==> config.mk <==
export PLATFORM = sky130hd
export DESIGN_NAME = fifo_rd_dispatch
export DESIGN_NICKNAME = d
export VERILOG_FILES = /design/src/rtl/frontend_command_definition_pkg.sv /design/src/rtl/fifo_rd_dispatch.sv
export SDC_FILE = /design/constraint.sdc
export NUM_CORES = 1
export LEC_CHECK = 0
export CELL_PAD_IN_SITES_DETAIL_PLACEMENT = 1
export CELL_PAD_IN_SITES_GLOBAL_PLACEMENT = 1
export CORE_MARGIN = 2
export CORE_UTILIZATION = 31
export DETAILED_ROUTE_END_ITERATION = 6
export PLACE_DENSITY = 0.83
export SKIP_CTS_REPAIR_TIMING = 1
export SYNTH_ARGS = -nofsm -noshare
export SYNTH_HDL_FRONTEND = slang
export SYNTH_SLANG_ARGS = --single-unit
export TNS_END_PERCENT = 1
==> constraint.sdc <==
create_clock -name i_clk -period 1.9 [get_ports i_clk]
set_input_delay 0.38 -clock i_clk [delete_from_list [all_inputs] [get_ports i_clk]]
set_output_delay 0.38 -clock i_clk [all_outputs]
set_load 0.01 [all_outputs]
==> src/rtl/frontend_command_definition_pkg.sv <==
// Shared definitions for the frontend command path: dispatch buffer occupancy
// states and the dispatch counter width.
package frontend_command_definition_pkg;

    typedef enum logic [1:0] {
        OCC0 = 2'd0,
        OCC1 = 2'd1,
        OCC2 = 2'd2
    } occ_e;

    localparam int DISP_CNT_W = 16;

endpackage

==> src/rtl/fifo_rd_dispatch.sv <==
// Pops words from a FIFO read port into a 2-entry in-order buffer and presents them
// downstream with valid/ready. Define FIFO_RD_DISPATCH_CNT_EN to add the o_disp_cnt counter.
module fifo_rd_dispatch
    import frontend_command_definition_pkg::*;
#(
    parameter int DATA_WIDTH = 4
) (
    input  logic                  i_clk,
    input  logic                  i_rst,
    input  logic [DATA_WIDTH-1:0] i_fifo_data,
    input  logic                  i_fifo_empty,
    output logic                  o_fifo_rd_en,
    input  logic                  i_flush,
    output logic                  o_valid,
    output logic [DATA_WIDTH-1:0] o_data,
    input  logic                  i_ready,
    output logic [1:0]            o_occ
`ifdef FIFO_RD_DISPATCH_CNT_EN
    ,
    output logic [DISP_CNT_W-1:0] o_disp_cnt
`endif
);

    occ_e                  state, nxt;
    logic [DATA_WIDTH-1:0] tail;
    logic                  pop, accept;

    // Pop decision uses registered state only; i_ready never reaches rd_en.
    assign o_fifo_rd_en = !i_rst && !i_fifo_empty && (state != OCC2) && !i_flush;
    assign pop          = o_fifo_rd_en;
    assign accept       = o_valid && i_ready;

    always_comb begin
        nxt = state;
        if (i_flush) begin
            nxt = OCC0;
        end else begin
            case (state)
                OCC0:    if (pop) nxt = OCC1;
                OCC1:    if (pop && !accept) nxt = OCC2;
                         else if (!pop && accept) nxt = OCC0;
                OCC2:    if (accept) nxt = OCC1;
                default: nxt = OCC0;
            endcase
        end
    end

    always_ff @(posedge i_clk) begin
        if (i_rst) begin
            state   <= OCC0;
            o_valid <= 1'b0;
            o_occ   <= 2'd0;
            o_data  <= '0;
            tail    <= '0;
        end else begin
            state   <= nxt;
            o_valid <= (nxt != OCC0);
            o_occ   <= nxt;
            if (!i_flush) begin
                case (state)
                    OCC0:    if (pop) o_data <= i_fifo_data;
                    OCC1:    if (pop && accept) o_data <= i_fifo_data;
                             else if (pop) tail <= i_fifo_data;
                    OCC2:    if (accept) o_data <= tail;
                    default: ;
                endcase
            end
        end
    end

`ifdef FIFO_RD_DISPATCH_CNT_EN
    // A flush discards the presented command, so it is not counted as dispatched.
    always_ff @(posedge i_clk) begin
        if (i_rst)
            o_disp_cnt <= '0;
        else if (accept && !i_flush)
            o_disp_cnt <= o_disp_cnt + 1'b1;
    end
`endif

endmodule

# Word-level counts from Yosys, hierarchy flattened

Cells that the tools add are included.

Equal/unequal tests: 6
Reductions and logical operators: 17
Multiplexer cells: 10
Bitwise logic cells: 2

Operators with widths:

| kind                                                             | number |
|---|---|
| 4-bit two-way mux                                                | 3 |
| 4-bit case mux with 3 select lines                               | 1 |
| 2-bit two-way mux                                                | 5 |
| 2-bit != test (second input constant)                            | 4 |
| 1-bit logical AND                                                | 7 |
| 2-bit case mux with 3 select lines                               | 1 |
| 1-bit logical NOT                                                | 5 |
| 5-bit AND reduction                                              | 1 |
| 4-bit AND reduction                                              | 1 |
| 3-bit nonzero test                                               | 1 |
| 2-bit by 1-bit == test with 1-bit output (second input constant) | 1 |
| 2-bit == test (second input constant)                            | 1 |
| 2-bit logical NOT                                                | 1 |
| 1-bit inverter                                                   | 2 |
| 2-bit nonzero test                                               | 1 |

Register bits: 11
Output and inout port bits: 8
Input port bits: 9

# Logic depth before layout (Yosys ltp)

Word-level depth: 11
Mapped depth: 5
Depth with buffers taken out: 4

# Least setup slack after synthesis

OpenSTA, ideal clock, no wires.

Kind: input to register
Start point: input i_flush
End point: register o_data[0]
Slack: 327 ps
Arrival time: 1482 ps
Setup time: 91 ps
Path buffers: 0
Required time: 1809 ps
Stages: 4
Cells stage by stage: or3_4 a221oi_4 a21oi_1 a311oi_1

Longest elaborated chain between the ends: 5
Elaborated cells between the ends (all ways): 7
Those cells by class: 2 x eq/ne; 1 x bitwise; 4 x reduce/logical

RTL lines:

| item                                   | RTL line               | text |
|---|---|---|
| start, declared                        | fifo_rd_dispatch.sv:13 | `input logic i_flush,` |
| 1-bit logical NOT                      | --                     |  |
| 1-bit logical AND                      | fifo_rd_dispatch.sv:29 | `assign o_fifo_rd_en = !i_rst && !i_fifo_empty && (state != OCC2) && !i_flush;` |
| 1-bit logical AND                      | fifo_rd_dispatch.sv:62 | `OCC1: if (pop && accept) o_data <= i_fifo_data;` |
| 2-bit != test (no source line)         | --                     |  |
| 5-bit AND reduction (no source line) * | --                     |  |
| end signal, assigned                   | fifo_rd_dispatch.sv:61 | `OCC0: if (pop) o_data <= i_fifo_data;` |
| end signal, assigned                   | fifo_rd_dispatch.sv:62 |  |
| end signal, assigned                   | fifo_rd_dispatch.sv:64 | `OCC2: if (accept) o_data <= tail;` |
| end, declared                          | fifo_rd_dispatch.sv:15 | `output logic [DATA_WIDTH-1:0] o_data,` |

Mark *: on every way between the ends. The rest lies on a longest branch, timed or not.
A chain may end at the register's enable or synchronous reset.

# Final worst setup path

Start point: input i_flush
End point: output o_fifo_rd_en

Longest elaborated chain between the ends: 2

RTL lines:

| item              | RTL line               | text |
|---|---|---|
| 1-bit logical NOT | --                     |  |
| 1-bit logical AND | fifo_rd_dispatch.sv:29 |  |
| end, declared     | fifo_rd_dispatch.sv:12 | `output logic o_fifo_rd_en,` |

Every way passes these cells.

==> metrics <==
status=finished, final reports clean; critical path launch point type=primary input; Final Worst Setup Slack=~0.063 ns; Final Hold Fails=0; Skew-Pair Late Insertion Delay=0.27 ns; Clock Power Share=33.0%; antenna violations before repair=0; Max H-tree Level=1; #FFs+latches synth=11; hold crit path type=reg2reg; drt pass-1 iters=4; ys flop type=dfxtp_1; pwr dens=619 nW/um^2; hpwl dp=around 1.1 mm; CTS tree=yes; yosys warns=0; Leak=around 0.35 nW; CP required=roughly 1.5 ns; post-DR wirelength/cell=roughly 15 um; row count=15; routed vias=520; worst relative slew slack=approximately three quarters; top-area cell type share of the netlist area=40.8%; P_sw=121 uW; Antenna Cells=0; top-count cell post-synth=dfxtp_1; worst-path fanout max=2; Root Buffer=clkbuf_4; Via density=~5.3; drt total wl=around 1.5 mm; Unique masters post-synth=20; die area=between 2000 and 2500 sq um; Initial Utilization=approximately a third; Final min period=about 1.8 ns; worst path arrival time=between 1 and 1.5 ns; Fin Clk Skew=approximately 0.0013 ns; Max Cap Viol=0; Total GRT Usage=between 10% and 20%; Core Footprint=~1700 sq um; Fmax achieved=around 540 MHz; Layout area overhead=46.6%; post-synthesis instance area=around 540 sq um; Port Buffers=16; Synth area leader=dfxtp_1; Die Ht=approximately 46 um; number of global-route vias before repair=500; number of placed instances, taps included=93; layout cell share with drive strength beyond 1=19.5%; VDD IR-drop max=between 0.3 and 0.4 mV; fin nets=between 90 and 100; Placed Area=754 sq um; CTS buffer count=3; ys async rst share=0%; Final Non-Filler Cells=slightly below 100; FF-to-FF Start=state[0]; Gate power share=approximately 18%; Post-Synthesis Cells=55; switching share of power=about a quarter; DRC=0; fill count=210; design internal power=368 uW; RSZ-0062 raised after global routing=no; Setup violations, final=0; Final Instance Area=between 700 and 800 sq um; Commonest cells post-synth=11 x dfxtp_1, 9 x mux2i_1, 7 x nor2_1, 6 x a21oi_1, 4 x a311oi_1; sequential cell fraction of total power=49.3%; Worst Setup SP=i_flush; pin count of the biggest net entering global routing=11; Crit Path Category=in2out; syn_area_per_cell=9.80 sq um; final antenna-violating net count=0; Post-synth EDFFs=0; Die Wd=roughly 46 um; Detailed Route Iter0 Violations=3; R2R Setup Slk=roughly 0.4 ns; final period utilization=96.7%; Synth area leaders=dfxtp_1 41%, mux2i_1 17%, a311oi_1 6.5%; post-synthesis sequential area ratio=about two fifths; GRT Residual Overflow=0; first-pass GRT wire length=about 2.3 mm; Clock Pin Slew Worst Setup and Hold Paths=0.07 ns; gpl congestion=0.736; setup_tns=0 ns; Boundary Pins=17; CTS sink cnt=11; Worst Min Path Start=tail[2]; pre-CTS setup slack=-0.348 ns; critical path capture point type=primary output; total power=a little under 500 uW; count of pins over their slew limit=0; clk buf depth=2; Slew @ Worst Pin=between 0.3 and 0.4 ns; syn_nets=64
[per-layer routing]
layer | GRT usage [%] | part of all wire, % | wire [um]
met2 | 25.9 | 51 | 769
met1 | 19.0 | 43 | 644
met4 | 5.14 | 0.53 | 8
met3 | 5.95 | 5.3 | 80
met5 | 0 | 0 | 0
[worst max-delay path, cell delays in order]
cell,delay (ns)
clkdlybuf4s50_1,0.42
or3_4,0.41
nor2_1,0.10
clkbuf_2,0.14
[power by group through the flow]
stage	combinational [mW]	sequential [mW]	clock [mW]
floorplan	0.0323	0.250	0
global placement	0.0825	0.246	0
detailed placement	0.0855	0.247	0
CTS	0.0862	0.241	0.170
global route	0.0942	0.242	0.182
finish	0.0866	0.241	0.162
[state kept, by name (all words and copies together) (netlist names)]
| name | flops |
|---|---|
| o_data | 4 |
| o_valid | 1 |
| state | 2 |
| tail | 4 |
[per-stage QoR]
step	utilization (%)	hold slack, ns
finish	46.8	0.501
global route	46.8	0.546
CTS	46.2	0.509
detailed placement	44.7	0.492
global placement	44.7	0.475
floorplan	-	0.459
[layout by cell type (no fill, tap or decap), drive strengths merged]
cell	n
mux2i	9
clkdlybuf4s50	15
dfxtp	11
o21ai	2
clkbuf	5
and2b	1
o22ai	1
nand2	1
buf	9
nor4	1
nand2b	1
and2	2
a21boi	2
nor2	7
or3	1
a21oi	6
inv	2
a311oi	4
a221oi	1
nand3	1
[layout make-up]
| cell class | instances | area (sq um) | share of cell area [%] |
|---|---|---|---|
| Multi-Input combinational cell | 40 | 293 | 37.0 |
| Timing Repair Buffer | 25 | 223 | 28.2 |
| Sequential cell | 11 | 220 | 27.8 |
| Clock buffer | 4 | 26.3 | 3.32 |
| Tap cell | 17 | 21.3 | 2.69 |
| Inverter | 2 | 7.51 | 0.949 |
[cell families (layout without fill, tap and decap cells)]
| family | after synthesis | count (layout) | synth area share (%) |
|---|---|---|---|
| buffers and inverters | 4 | 31 | 4.87 |
| AOI/OAI and AO/OA | 16 | 16 | 22.7 |
| DFF | 11 | 11 | 40.8 |
| muxes | 9 | 9 | 16.7 |
| and+or+nand+nor | 15 | 15 | 14.8 |
[worst paths after layout]
check	endpoint	cells after the start
max	o_fifo_rd_en	4
max reg2reg	tail[3]	5
min reg2reg	tail[2]	2
min	tail[2]	2
(Power assumes the default switching activity.)
